===== config.mk =====
export PLATFORM = sky130hd
export DESIGN_NAME = mac_tx_gen
export DESIGN_NICKNAME = d
export VERILOG_FILES = /design/src/rtl/mac_tx_gen.sv
export SDC_FILE = /design/constraint.sdc
export NUM_CORES = 1
export LEC_CHECK = 0
export ABC_CLOCK_PERIOD_IN_PS = 3850
export CAP_MARGIN = 25
export CORE_UTILIZATION = 50
export DETAILED_ROUTE_END_ITERATION = 12
export GPL_TIMING_DRIVEN = 0
export HOLD_SLACK_MARGIN = 0.12
export PLACE_DENSITY = 0.69
export SYNTH_ARGS = -nofsm -noshare
export SYNTH_HDL_FRONTEND = slang
export SYNTH_SLANG_ARGS = --single-unit

===== constraint.sdc =====
create_clock -name clk -period 3.85 [get_ports clk]
set_clock_uncertainty 0.15 [all_clocks]
set_input_delay 0.77 -clock clk [delete_from_list [all_inputs] [get_ports clk]]
set_output_delay 0.77 -clock clk [all_outputs]
set_load 0.01 [all_outputs]

===== src/rtl/mac_tx_gen.sv =====
// mac_tx_gen: Ethernet MAC transmit framer. Adds optional preamble/SFD, zero-pads to
// MIN_LEN, truncates beyond MAX_LEN, appends the CRC-32 FCS LSB-first and holds off an IFG.
module mac_tx_gen #(
  parameter int MIN_LEN     = 60,
  parameter int MAX_LEN     = 1514,
  parameter int IFG_BYTES   = 12,
  parameter int PREAMBLE_EN = 1
) (
  input  logic        clk,
  input  logic        rst_n,
  input  logic        in_valid,
  output logic        in_ready,
  input  logic [7:0]  in_data,
  input  logic        in_last,
  output logic        out_valid,
  input  logic        out_ready,
  output logic [7:0]  out_data,
  output logic        out_last,
  output logic        out_is_crc,
  output logic        out_is_pre,
  output logic        tx_done,
  output logic        tx_oversize,
  output logic [15:0] frame_len
);

  typedef enum logic [2:0] {
    S_IDLE, S_PRE, S_SFD, S_STREAM, S_DROP, S_PAD, S_CRC, S_IFG
  } state_t;

  localparam logic [16:0] MIN_L = 17'(MIN_LEN);
  localparam logic [16:0] MAX_L = 17'(MAX_LEN);
  localparam logic [15:0] IFG_L = 16'(IFG_BYTES);

  function automatic logic [31:0] crc32_eth_init();
    return 32'hFFFF_FFFF;
  endfunction

  function automatic logic [31:0] crc32_eth_update(input logic [31:0] crc, input logic [7:0] data);
    logic [31:0] c;
    c = crc ^ {24'h00_0000, data};
    for (int i = 0; i < 8; i++) begin
      c = c[0] ? ((c >> 1) ^ 32'hEDB8_8320) : (c >> 1);
    end
    return c;
  endfunction

  function automatic logic [31:0] crc32_eth_final(input logic [31:0] crc);
    return ~crc;
  endfunction

  state_t      state_r;
  logic [2:0]  idx_r;
  logic [31:0] crc_r;
  logic [15:0] count_r;
  logic [15:0] ifg_cnt_r;
  logic        ovs_r;
  logic        tx_done_r;
  logic        tx_oversize_r;
  logic [15:0] frame_len_r;

  logic [31:0] fcs_s;
  logic [16:0] count_inc_s;
  logic        xfer_s;
  logic        in_xfer_s;

  // A truncated frame deliberately carries the complement of its correct FCS.
  assign fcs_s       = crc32_eth_final(crc_r) ^ (ovs_r ? 32'hFFFF_FFFF : 32'h0000_0000);
  assign count_inc_s = {1'b0, count_r} + 17'd1;
  assign xfer_s      = out_valid && out_ready;
  assign in_xfer_s   = in_valid && in_ready;

  assign tx_done     = tx_done_r;
  assign tx_oversize = tx_oversize_r;
  assign frame_len   = frame_len_r;

  // Output byte mux and handshakes; stream bytes pass through with zero latency.
  always_comb begin
    in_ready   = 1'b0;
    out_valid  = 1'b0;
    out_data   = 8'h00;
    out_last   = 1'b0;
    out_is_crc = 1'b0;
    out_is_pre = 1'b0;
    case (state_r)
      S_PRE: begin
        out_valid  = 1'b1;
        out_data   = 8'h55;
        out_is_pre = 1'b1;
      end
      S_SFD: begin
        out_valid  = 1'b1;
        out_data   = 8'hD5;
        out_is_pre = 1'b1;
      end
      S_STREAM: begin
        in_ready  = out_ready;
        out_valid = in_valid;
        out_data  = in_data;
      end
      S_DROP: begin
        in_ready = 1'b1;
      end
      S_PAD: begin
        out_valid = 1'b1;
      end
      S_CRC: begin
        out_valid  = 1'b1;
        out_is_crc = 1'b1;
        case (idx_r[1:0])
          2'd0:    out_data = fcs_s[7:0];
          2'd1:    out_data = fcs_s[15:8];
          2'd2:    out_data = fcs_s[23:16];
          default: out_data = fcs_s[31:24];
        endcase
        if (idx_r == 3'd3) begin
          out_last = out_ready;
        end else begin
          out_last = 1'b0;
        end
      end
      default: begin
        out_valid = 1'b0;
      end
    endcase
  end

  // Framing FSM, CRC/length accumulation and registered completion status.
  always_ff @(posedge clk or negedge rst_n) begin
    if (!rst_n) begin
      state_r       <= S_IDLE;
      idx_r         <= 3'd0;
      crc_r         <= 32'hFFFF_FFFF;
      count_r       <= 16'd0;
      ifg_cnt_r     <= 16'd0;
      ovs_r         <= 1'b0;
      tx_done_r     <= 1'b0;
      tx_oversize_r <= 1'b0;
      frame_len_r   <= 16'd0;
    end else begin
      tx_done_r <= 1'b0;
      case (state_r)
        S_IDLE: begin
          crc_r   <= crc32_eth_init();
          count_r <= 16'd0;
          idx_r   <= 3'd0;
          if (in_valid) begin
            state_r <= (PREAMBLE_EN != 0) ? S_PRE : S_STREAM;
          end
        end
        S_PRE: begin
          if (xfer_s) begin
            if (idx_r == 3'd6) begin
              idx_r   <= 3'd0;
              state_r <= S_SFD;
            end else begin
              idx_r <= idx_r + 3'd1;
            end
          end
        end
        S_SFD: begin
          if (xfer_s) begin
            state_r <= S_STREAM;
          end
        end
        S_STREAM: begin
          if (xfer_s) begin
            crc_r   <= crc32_eth_update(crc_r, in_data);
            count_r <= count_inc_s[15:0];
            if (in_last) begin
              idx_r   <= 3'd0;
              state_r <= (count_inc_s < MIN_L) ? S_PAD : S_CRC;
            end else if (count_inc_s == MAX_L) begin
              ovs_r   <= 1'b1;
              state_r <= S_DROP;
            end
          end
        end
        S_DROP: begin
          if (in_xfer_s && in_last) begin
            idx_r   <= 3'd0;
            state_r <= S_CRC;
          end
        end
        S_PAD: begin
          if (xfer_s) begin
            crc_r   <= crc32_eth_update(crc_r, 8'h00);
            count_r <= count_inc_s[15:0];
            if (count_inc_s == MIN_L) begin
              idx_r   <= 3'd0;
              state_r <= S_CRC;
            end
          end
        end
        S_CRC: begin
          if (xfer_s) begin
            if (idx_r == 3'd3) begin
              idx_r         <= 3'd0;
              tx_done_r     <= 1'b1;
              frame_len_r   <= count_r;
              tx_oversize_r <= ovs_r;
              ovs_r         <= 1'b0;
              ifg_cnt_r     <= 16'd0;
              state_r       <= (IFG_BYTES == 0) ? S_IDLE : S_IFG;
            end else begin
              idx_r <= idx_r + 3'd1;
            end
          end
        end
        S_IFG: begin
          if (ifg_cnt_r == IFG_L - 16'd1) begin
            state_r <= S_IDLE;
          end else begin
            ifg_cnt_r <= ifg_cnt_r + 16'd1;
          end
        end
        default: begin
          state_r <= S_IDLE;
        end
      endcase
    end
  end

endmodule


[Word-level counts from Yosys, hierarchy flattened]
Cells that the tools add are included.
Word-level totals
  register bits after elaboration: 89
  input port bits: 13
  output and inout bits: 31
  word-level logic and storage cells: 151
Cells by class
  bitwise gates (word level): 19
  magnitude comparators: 1
  eq/ne operators: 31
  reductions and logical operators: 20
  muxes and demuxes: 68
  add/sub/neg operators: 3
Operator list (number)
  $mux 32: 19
  $not 13->14: 16
  $pmux 32 s3: 1
  $mux 3: 22
  $mux 16: 4
  $pmux 16 s2: 2
  $not 32->32: 1
  $pmux 8 s4: 1
  $xor 32x32->32: 1
  $xor 32x8->32: 1
  $ne 2x2->1 const B: 15
  $pmux 3 s8: 1
  $pmux 8 s3: 1
  $pmux 3 s6: 1
  $add 16x1->17 const B: 1
  $eq 17x11->1 const B: 1
  $eq 17x6->1 const B: 1
  $lt 17x6->1 const B: 1
  $add 16x1->16 const B: 1
  $eq 16x4->1 const B: 1
  $eq 3x3->1 const B: 5
  $mux 1: 12
  $reduce_and 12->1: 1
  $eq 3x2->1 const B: 3
  21 further kinds: 29

[Depth between registers and ports, before layout]
  depth in word-level cells: 19
  gate-level depth with buffers: 10
  depth with buffers taken out: 9

[Least setup slack after synthesis]
Ideal clock, no wire load.
  kind: register to register
  start point: reg count_r[0]
  end point: reg state_r[1]
  cell stages (with the launch flop): 10
  arrival: 2.458 ns
  setup slack: 1.117 ns
  path buffers: 1
  library setup time: 0.125 ns
  data required time: 3.575 ns
  period minus slack after synthesis: 2.733 ns
  cells stage by stage: dfrtp_1 > ha_1 > and3_1 > clkbuf_1 > and3_1 > o311ai_0 > o21ai_1 > nor4_4 > o221ai_2 > mux2_4
On the way
  longest elaborated chain between the ends: 6
  elaborated cells between the ends (all ways): 11
  those cells by class: add/sub (1); order compare (1); eq/ne (4); mux (4); reduce/logical (1)
RTL lines
  start, declared: RTL line 54  | logic [15:0] count_r;
  start signal, assigned: RTL line 168  | count_r <= count_inc_s[15:0];
  start signal, assigned: RTL line 187  | count_r <= count_inc_s[15:0];
  $add 16x1->17 (*): RTL line 68  | assign count_inc_s = {1'b0, count_r} + 17'd1;
  $lt 17x6->1: RTL line 171  | state_r <= (count_inc_s < MIN_L) ? S_PAD : S_CRC;
  $mux 2: RTL line 171
  $mux 3: RTL line 169  | if (in_last) begin
  $mux 3: RTL line 166  | if (xfer_s) begin
  $pmux 3 s8: RTL line 141  | case (state_r)
  end signal, assigned: RTL line 147  | state_r <= (PREAMBLE_EN != 0) ? S_PRE : S_STREAM;
  end signal, assigned: RTL line 171
  end signal, assigned: RTL line 203  | state_r <= (IFG_BYTES == 0) ? S_IDLE : S_IFG;
  end, declared: RTL line 51  | state_t state_r;
Every way passes the cells marked *; elsewhere a longest branch is shown, timed or not. The select of a mux whose other input is x is not followed.
A chain may end at the register's enable or synchronous reset.

[Worst setup path in the final report]
  start point: reg idx_r[0]
  end point: out out_data[1]
On the way
  longest elaborated chain between the ends: 3
  elaborated cells between the ends (all ways): 5
  those cells by class: eq/ne (2); mux (2); reduce/logical (1)
RTL lines
  start, declared: RTL line 52  | logic [2:0] idx_r;
  start signal, assigned: RTL line 156  | idx_r <= idx_r + 3'd1;
  start signal, assigned: RTL line 205  | idx_r <= idx_r + 3'd1;
  $eq 2x2->1 (tied with other cells): RTL line 109  | case (idx_r[1:0])
  $pmux 8 s3 (*): RTL line 109
  $pmux 8 s4 (*): RTL line 84  | case (state_r)
  end, declared: RTL line 17  | output logic [7:0] out_data,
Every way passes the cells marked *; elsewhere a longest branch is shown, timed or not.

==> reports/qor.yml <==
status:
  status: "finished clean"
critical_path:
  worst_r2r_path_depth: 8
  critPathArrivalTime_ns: 2.78
  end_kind: "output pin"
  crit_path_top_delay_cell: "clkdlybuf4s50_1"
  crit_type: "reg2out"
  crit_path_start: "idx_r[0]"
  crit_chain: "ha_1 > clkbuf_2 > clkbuf_4 > a221oi_1 > nor2_1 > o21ai_1 > a21oi_1 > clkdlybuf4s50_1"
  cp_max_fo: 10
  rrSetupSlack_ns: 0.27
  cp_data_required_time_ns: 2.93
  r2r_end: "count_r[15]"
  slowest_delay_ns: 0.49
  reg2reg_from: "state_r[1]"
  critPathLaunchType: "flop"
power:
  internal_power_uw: 3870
  p_per_area_mw_per_mm2: 866
  combinationalPowerShare_pct: 63.0
  power.leakage_uw: 0.00315
  swShare_pct: 42.9
  power_uw: 6780
  switchingPower_uw: 2910
  seqPwrFrac_pct: 22.2
  max-vdd-ir-drop_mv: 0.793
  clockPowerShare_pct: 14.8
yosys:
  synth-seq-cells: 89
  ys.flop_type: "dfrtp_1"
  synth_area_mm2: 0.00676
  yosysTopAreaCell: "dfrtp_1"
  synth_top_area_share_pct: 21.1
  synth_cells: 786
  ys_seq_area_share_pct: 33.5
  ys_async_sr_fraction_pct: 100
  yosysWarnings: 0
  ys_types: 71
  syn_nets: 813
  yosys-top-cells-area: "dfrtp_1 (21%), dfstp_2 (12%), xnor2_1 (11%), nand2_1 (6.0%), xor2_1 (4.8%)"
  synth-edff-count: 0
  syn_area_per_cell_um2: 8.60
cts:
  clk_pin_slew_worst_paths_ns: 0.07
  cts_root_buf: "clkbuf_16"
  clockBufferDepth: 2
  h-tree-depth: 3
  clk_latency_ns: 0.37
  cts_hold_buf: 0
  cts_buffers: 9
  cts_tree: "yes"
  cts_sinks: 89
sta:
  min_period_over_period_pct: 96.0
  drv_slew: 0
  setup_viol: 0
  clock.fmax_ghz: 0.270
  hold-worst-slack_ns: 0.194
  timing.slew.headroom_pct: 40.6
  tightest_slew_ns: 0.888
  setup_slack_ns: 0.152
  fin_crit_ns: 3.70
  setup_tns_ns: 0
  hold_viol_final: 0
routing:
  drc: 0
  firstDrtPassIters: 6
  wl_per_cell_um: 20.8
  ant_nets: 0
  wirelength_um: 21200
  vias: 6308
  detail_route.vias_per_cell: 6.17
  initialDrtViolationCount: 803
floorplan:
  dieArea_mm2: 0.0140
  core_mm2: 0.0132
  initial_utilization_pct: 51.3
  pin_count: 44
  die_w_um: 118
  placementRows: 42
  die_h_um: 118
place:
  hpwl_um: 15100
  dp_slack_ns: 0.158
  gp_congestion: 0.969
  port_buffers: 43
grt:
  grt_max_degree: 58
  grt_use_total_pct: 31.4
  grt-ovfl-total: 0
  grt_pass1_wl_um: 33900
  antenna_found_initial: 0
  first_global_vias: 6192
layout:
  area_delta_synth_final_pct: 15.8
  multi_input_area_mm2: 0.00421
  final_net_count: 868
  fin_util_pct: 59.3
  n_antenna_cell: 0
  num-fill-cells: 1155
  seq_area_mm2: 0.00227
  drive_gt1_share_pct: 12.1
hold_path:
  hp-class: "in2async"
job:
  max-cap-violations: 0
Yosys cell counts, types with 3 or more instances:
cell and n:
nor2b_1 4, clkbuf_1 34, o22a_1 10, a221o_1 3, a21o_1 3, nor3b_1 3
a211oi_1 4, a221oi_1 14, ha_1 14, or3_1 6, a22oi_1 7, dfstp_2 32
nor3_1 9, xor2_1 37, nor4_1 7, xnor2_4 4, o221ai_1 11, o22ai_1 12
nand4_1 9, o21ai_1 4, nand2b_1 9, nand3_1 21, a21oi_1 34, a31oi_1 5
a222oi_1 4, buf_2 9, xnor2_1 86, nor2_1 56, nand2_1 108, o21a_1 4
and3_1 12, o31ai_1 6, buf_4 4, mux2i_1 7, o211ai_1 6, dfrtp_1 57
o21ai_0 62, inv_1 26
what timing repair did:
action	CTS	global route
pin swaps	0	4
endpoints found under the hold margin	0	0
gates resized for setup	7	20
setup endpoints to repair	8	11
setup buffers	0	1
metrics by stage:
step,area [um2],std cells
floorplan,6760,786
global placement,7410,1005
detailed placement,7440,1007
CTS,7770,1021
global route,7830,1022
finish,7830,1022
layer usage:
layer	vias up	global-route usage (%)	wire length, um
li1	2897	-	-
met1	3043	39.0	8730
met2	310	52.2	10300
met3	58	6.42	1510
met4	0	14.3	705
met5	-	0	0
logic make-up after synthesis:
kind of cell | Yosys count | share of synthesized area, %
AO/OA/AOI/OAI | 209 | 20.8
XOR/XNOR | 131 | 18.6
adder cells (fa/ha/maj) | 14 | 2.59
buffers and inverters | 77 | 4.77
flip-flops | 89 | 33.5
multiplexers | 11 | 1.81
AND/OR/NAND/NOR | 255 | 17.8
layout make-up:
class	count	share of cell area (%)
buffer	48	2.93
clock buffer	9	2.88
clock inverter	7	1.26
inverter	27	1.34
multi-input combinational	620	53.7
sequential	89	29.0
tap	176	2.81
timing repair buffer	46	6.07
worst max path at each step:
stage / endpoint / slack [ns]
6_report: out_data[1] / 0.15
4_1_cts: out_data[3] / 0.03
3_3_place_gp: tx_oversize / -1.45
2_1_floorplan: state_r[1] / 1.12
5_1_grt: out_data[2] / -0.008
3_5_place_dp: crc_r[29] / 0.16
state kept, by name (all words and copies together), names as in the netlist:
register / cells
ifg_cnt_r: 16
ovs_r: 1
frame_len: 16
state_r: 3
crc_r: 32
idx_r: 3
tx_done: 1
count_r: 16
tx_oversize: 1
placed cells by master (no fill, tap or decap), types with 5 or more instances in the layout:
cell type / Yosys / layout
nand2b_1: 9 / 9
or3_1: 6 / 6
xor2_1: 37 / 37
clkdlybuf4s50_1: 0 / 40
dfstp_2: 32 / 32
clkbuf_16: 0 / 9
clkbuf_1: 34 / 28
nand2_1: 108 / 108
a31oi_1: 5 / 5
mux2i_1: 7 / 7
nand3_1: 21 / 21
buf_2: 9 / 11
ha_1: 14 / 12
inv_1: 26 / 25
nor3_1: 9 / 9
o31ai_1: 6 / 6
o22ai_1: 12 / 12
o21ai_0: 62 / 60
nand4_1: 9 / 9
o211ai_1: 6 / 6
nor4_1: 7 / 7
dfrtp_1: 57 / 56
and3_1: 12 / 12
a22oi_1: 7 / 7
o22a_1: 10 / 10
nor2_1: 56 / 56
buf_4: 4 / 9
a221oi_1: 14 / 13
xnor2_1: 86 / 86
o21ai_1: 4 / 6
o221ai_1: 11 / 11
a21oi_1: 34 / 33
power by group through the flow:
stage               logic (uW)  registers, uW  clock network (uW)
floorplan                 3460           1430                   0
global placement          4060           1500                   0
detailed placement        4150           1510                   0
CTS                       4180           1490                1020
global route              4560           1530                1040
finish                    4270           1500                1000
worst max-delay path: cells and delay by family, from the launching register on:
| family | cells | cell delay [ns] |
|---|---|---|
| buffers and inverters | 3 | 0.94 |
| AO/OA/AOI/OAI | 3 | 0.65 |
| flip-flops | 1 | 0.45 |
| adder cells (fa/ha/maj) | 1 | 0.28 |
| AND/OR/NAND/NOR | 1 | 0.08 |
Note: power is estimated with default switching activity, not from simulation.
